==> src/rtl/calc_controller.sv <==
// Single-digit calculator sequencer: operand/operator entry FSM, arithmetic,
// and a time-multiplexed 4-digit common-anode seven-segment display driver.
module calc_controller #(
    parameter int REFRESH_DIV = 100000,
    parameter int CNT_W       = 17
) (
    input  logic       clk,
    input  logic       reset,
    input  logic [3:0] digit,
    input  logic       enter,
    input  logic       clear,
    input  logic [1:0] op_sel,
    output logic [6:0] seg,
    output logic [3:0] an,
    output logic [7:0] result,
    output logic       err,
    output logic [2:0] state
);

    typedef enum logic [2:0] {
        S_A    = 3'b000,
        S_B    = 3'b001,
        S_OP   = 3'b010,
        S_CALC = 3'b011,
        S_SHOW = 3'b100
    } state_t;

    localparam logic [6:0] SEG_BLANK = 7'b1111111;
    localparam logic [6:0] SEG_MINUS = 7'b1111110;
    localparam logic [CNT_W-1:0] CNT_LAST = CNT_W'(REFRESH_DIV - 1);

    function automatic logic [6:0] enc_digit(input logic [3:0] d);
        logic [6:0] s;
        case (d)
            4'd0:    s = 7'b0000001;
            4'd1:    s = 7'b1001111;
            4'd2:    s = 7'b0010010;
            4'd3:    s = 7'b0000110;
            4'd4:    s = 7'b1001100;
            4'd5:    s = 7'b0100100;
            4'd6:    s = 7'b0100000;
            4'd7:    s = 7'b0001111;
            4'd8:    s = 7'b0000000;
            4'd9:    s = 7'b0000100;
            default: s = SEG_BLANK;
        endcase
        return s;
    endfunction

    state_t           state_q, state_d;
    logic [3:0]       a_q, a_d;
    logic [3:0]       b_q, b_d;
    logic [1:0]       op_q, op_d;
    logic [7:0]       result_q, result_d;
    logic             err_q, err_d;
    logic [CNT_W-1:0] cnt_q, cnt_d;
    logic [1:0]       idx_q, idx_d;
    logic [6:0]       seg_q, seg_d;
    logic [3:0]       an_q, an_d;

    logic [3:0] digit_latch;
    logic [7:0] a_ext, b_ext;
    logic [7:0] abs_val;
    logic [3:0] tens, units;
    logic [6:0] content;

    // The entry block can present a transient 10; never store it as an operand.
    assign digit_latch = (digit > 4'd9) ? 4'd0 : digit;
    assign a_ext       = {4'b0000, a_q};
    assign b_ext       = {4'b0000, b_q};

    always_comb begin
        state_d  = state_q;
        a_d      = a_q;
        b_d      = b_q;
        op_d     = op_q;
        result_d = result_q;
        err_d    = err_q;
        if (clear) begin
            state_d  = S_A;
            a_d      = 4'd0;
            b_d      = 4'd0;
            op_d     = 2'd0;
            result_d = 8'd0;
            err_d    = 1'b0;
        end else begin
            case (state_q)
                S_A: if (enter) begin
                    a_d     = digit_latch;
                    state_d = S_B;
                end
                S_B: if (enter) begin
                    b_d     = digit_latch;
                    state_d = S_OP;
                end
                S_OP: if (enter) begin
                    op_d    = op_sel;
                    state_d = S_CALC;
                end
                S_CALC: begin
                    err_d = 1'b0;
                    case (op_q)
                        2'b00:   result_d = a_ext + b_ext;
                        2'b01:   result_d = a_ext - b_ext;
                        2'b10:   result_d = 8'(a_ext * b_ext);
                        default: begin
                            result_d = 8'd0;
                            err_d    = 1'b1;
                        end
                    endcase
                    state_d = S_SHOW;
                end
                S_SHOW: if (enter) begin
                    err_d   = 1'b0;
                    state_d = S_A;
                end
                default: state_d = S_A;
            endcase
        end
    end

    always_comb begin
        if (cnt_q == CNT_LAST) begin
            cnt_d = '0;
            idx_d = idx_q + 2'd1;
        end else begin
            cnt_d = cnt_q + 1'b1;
            idx_d = idx_q;
        end
    end

    // Magnitude is at most 81, so a two-digit decimal split is sufficient.
    assign abs_val = result_q[7] ? (8'd0 - result_q) : result_q;
    assign tens    = 4'(abs_val / 8'd10);
    assign units   = 4'(abs_val % 8'd10);

    always_comb begin
        content = SEG_BLANK;
        case (state_q)
            S_A, S_B: begin
                if (idx_q == 2'd0) content = enc_digit(digit);
            end
            S_OP, S_CALC: begin
                if (idx_q == 2'd0) content = enc_digit({2'b00, op_sel});
            end
            S_SHOW: begin
                if (err_q) begin
                    content = SEG_MINUS;
                end else begin
                    case (idx_q)
                        2'd0:    content = enc_digit(units);
                        2'd1:    content = (tens != 4'd0) ? enc_digit(tens) : SEG_BLANK;
                        2'd2:    content = result_q[7] ? SEG_MINUS : SEG_BLANK;
                        default: content = SEG_BLANK;
                    endcase
                end
            end
            default: content = SEG_BLANK;
        endcase
    end

    assign seg_d = content;
    assign an_d  = ~(4'b0001 << idx_q);

    always_ff @(posedge clk or negedge reset) begin
        if (!reset) begin
            state_q  <= S_A;
            a_q      <= 4'd0;
            b_q      <= 4'd0;
            op_q     <= 2'd0;
            result_q <= 8'd0;
            err_q    <= 1'b0;
            cnt_q    <= '0;
            idx_q    <= 2'd0;
            seg_q    <= SEG_BLANK;
            an_q     <= 4'b1111;
        end else begin
            state_q  <= state_d;
            a_q      <= a_d;
            b_q      <= b_d;
            op_q     <= op_d;
            result_q <= result_d;
            err_q    <= err_d;
            cnt_q    <= cnt_d;
            idx_q    <= idx_d;
            seg_q    <= seg_d;
            an_q     <= an_d;
        end
    end

    assign seg    = seg_q;
    assign an     = an_q;
    assign result = result_q;
    assign err    = err_q;
    assign state  = state_q;

endmodule

==> config.mk <==
export PLATFORM = sky130hd
export DESIGN_NAME = calc_controller
export DESIGN_NICKNAME = d
export VERILOG_FILES = /design/src/rtl/calc_controller.sv
export SDC_FILE = /design/constraint.sdc
export NUM_CORES = 1
export LEC_CHECK = 0
export ABC_AREA = 1
export BUFFER_PORTS_ARGS = -buffer_cell sky130_fd_sc_hd__buf_2
export CORE_UTILIZATION = 39
export DETAILED_ROUTE_END_ITERATION = 8
export GPL_TIMING_DRIVEN = 0
export PLACE_DENSITY = 0.67
export SKIP_CTS_REPAIR_TIMING = 1
export SYNTH_ARGS = -nofsm -noshare
export SYNTH_HDL_FRONTEND = slang
export SYNTH_SLANG_ARGS = --single-unit
export TNS_END_PERCENT = 10
==> constraint.sdc <==
create_clock -name clk -period 7.7 [get_ports clk]
set_clock_uncertainty 0.1 [all_clocks]
set_input_delay 1.54 -clock clk [delete_from_list [all_inputs] [get_ports clk]]
set_output_delay 1.54 -clock clk [all_outputs]
set_load 0.05 [all_outputs]
==> out/metrics.cfg <==
[cts]
clock_sinks=52
cts.root.buffer_cell=clkbuf_16
cts_max_level=2
numCtsBuffers=5
cts_tree=yes
clk_path_buf_depth=2
clk_latency_ns=0.29
cts.reportedPaths.clkPinSlew_ns=0.07

[power]
max-vdd-ir-drop_uv=94.4
powerDensity_mw_per_mm2=135
leakagePower_nw=2.69

[sta]
period_share=0.502
worst_slew_pin_slew_ns=1.14
fin_ws_ns=3.84
fmax_ghz=0.259
min_period_ns=3.86
hold_viol=0
setup_viol=0
slew_headroom=0.238
final_max_slew_viol_count=0
setup_tns_ns=0
rsz0062_at_grt=no

[critical_path]
worstPathArrival_ns=3.99
critPathMaxStageDelay_ns=0.44
cpMaxStageDelayCell=dfrtp_1
cp_max_fo=10
critPathLaunchType=register
cp_data_required_time_ns=7.82
critPathKind=reg -> reg
end_kind=register
cpMostUsedCell=nand2_1

[global_routing]
grt_remaining_overflow=0
antenna_found_initial=0
grt_max_degree=53
grt_first_pass_wirelength_um=17100
track_usage=0.178
grt_pass1_vias=3792

[floorplanning]
die_area_mm2=0.0121
start_util=0.399
core_area_mm2=0.0114
die_x_um=110
die_h_um=110
num_rows=39
io_pins=33

[synth]
ys_ff_latch=52
netlist_instances=646
yosysSeqAreaShare=0.290
syn_avg_cell_area_um2=7.02
synth_edf_count=0
synthArstFlopShare=1.00
synth_ff_type=dfrtp_1
netlist_area_mm2=0.00454
synthesis.nets=706
yosysWarnings=0
ys_types=45

[routing]
wire_per_inst_um=12.1
drt-initial-drc-count=253
drt-pass1-iter-count=8
routed_wl_um=10000
detailroute.via_count=4110
drcViolationCount=0
via_per_inst=4.96
ant_nets=0

[hold_path]
hp-class=reg -> reg

[placement]
placed_area_mm2=0.00487
gp_congestion=0.862
hpwl_um=8120
place.port_buffers=31
dp_slack_ns=3.85

[flow_run]
maxCapViolations=0

[run_status]
status=completed

[final_layout]
drive_gt1_frac=0.147
n_antenna_cell=0
finalNetCount=744
syn_to_final_growth_pct=11.0
stdcell_area_mm2=0.00504

worst max-delay path: cells and delay by family (launching register included):
kind / cells / cell delay, ns
AO/OA/AOI/OAI: 1 / 0.18
AND/OR/NAND/NOR: 23 / 1.99
flip-flops: 1 / 0.44
adder cells (fa/ha/maj): 2 / 0.43
buffers and inverters: 4 / 0.64
cells by family (layout without fill, tap and decap cells):
kind of cell,after synthesis,count (layout),synth area share
compound gates,108,108,0.135
xor+xnor,4,4,0.00772
fa+ha+maj,50,50,0.148
buf+inv,131,170,0.111
flops,52,52,0.290
simple gates,301,301,0.309
state kept, by name, indices dropped and copies added, names as in the netlist:
register and count:
err 1, an 4, idx_q 2, result 8, op_q 2, seg 7
b_q 4, cnt_q 17, a_q 4, state 3
area by class of cell:
cell class | instances | area [um^2]
tap | 143 | 179
buffer | 5 | 30.0
sequential | 52 | 1320
clock buffer | 6 | 150
fill | 1159 | 6330
timing repair buffer | 31 | 155
inverter | 126 | 473
clock inverter | 2 | 15.0
multi-input combinational | 463 | 2720
Yosys cell counts, types with 8 or more instances:
master / number / share of area
inv_2: 8 / 0.0066
nor3_1: 11 / 0.012
nor2_1: 52 / 0.043
nand2_2: 14 / 0.019
ha_1: 44 / 0.12
dfrtp_1: 41 / 0.23
inv_1: 118 / 0.098
o21ai_0: 42 / 0.046
nand3_1: 33 / 0.036
nand2_1: 153 / 0.13
a21oi_1: 36 / 0.040
dfstp_2: 11 / 0.064
worst paths after layout:
check / from / endpoint / slack (ns) / cells after the start
setup / recovery: result[0] / seg[6] / 3.84 / 30
hold / removal: cnt_q[0] / cnt_q[0] / 0.37 / 1
setup reg to reg: result[0] / seg[6] / 3.84 / 30
hold reg to reg: cnt_q[0] / cnt_q[0] / 0.37 / 1
max in group asynchronous: reset / result[6] / 5.42 / 1
min in group asynchronous: reset / idx_q[0] / 1.38 / 1
layout by cell type (no fill, tap or decap), types with 6 or more instances in the layout:
master     Yosys  final
nand3_2        6      6
dfrtp_1       41     41
a21oi_1       36     36
ha_1          44     44
nand2_4        6      6
nor2_1        52     52
inv_1        118    118
nand2_2       14     14
fa_1           6      6
nor3_1        11     11
dfstp_2       11     11
inv_2          8      8
nand3_1       33     33
o21ai_0       42     42
nand2_1      153    153
buf_2          0     31
clkbuf_16      0      6
nand4_1        6      6
report_power, final:
part | switching, mW | internal [mW]
Combinational | 0.0949 | 0.0385
Clock | 0.104 | 0.142
Sequential | 0.0112 | 0.289
layer usage:
layer / up-vias / global-route usage / wire length (um)
met5: - / 0 / 0
met2: 85 / 0.294 / 4570
met1: 1875 / 0.243 / 4910
met4: 0 / 0.0543 / 198
met3: 13 / 0.0207 / 360
li1: 2137 / - / -
metrics by stage:
step,std cells,total power [mW],hold slack [ns],util
after floorplan,646,0.401,0.333,-
after global placement,820,0.436,0.353,0.428
after detailed placement,820,0.439,0.357,0.428
after CTS,828,0.686,0.372,0.443
after global routing,828,0.715,0.384,0.443
final,828,0.679,0.369,0.443
Note: power is estimated with default switching activity, not from simulation.
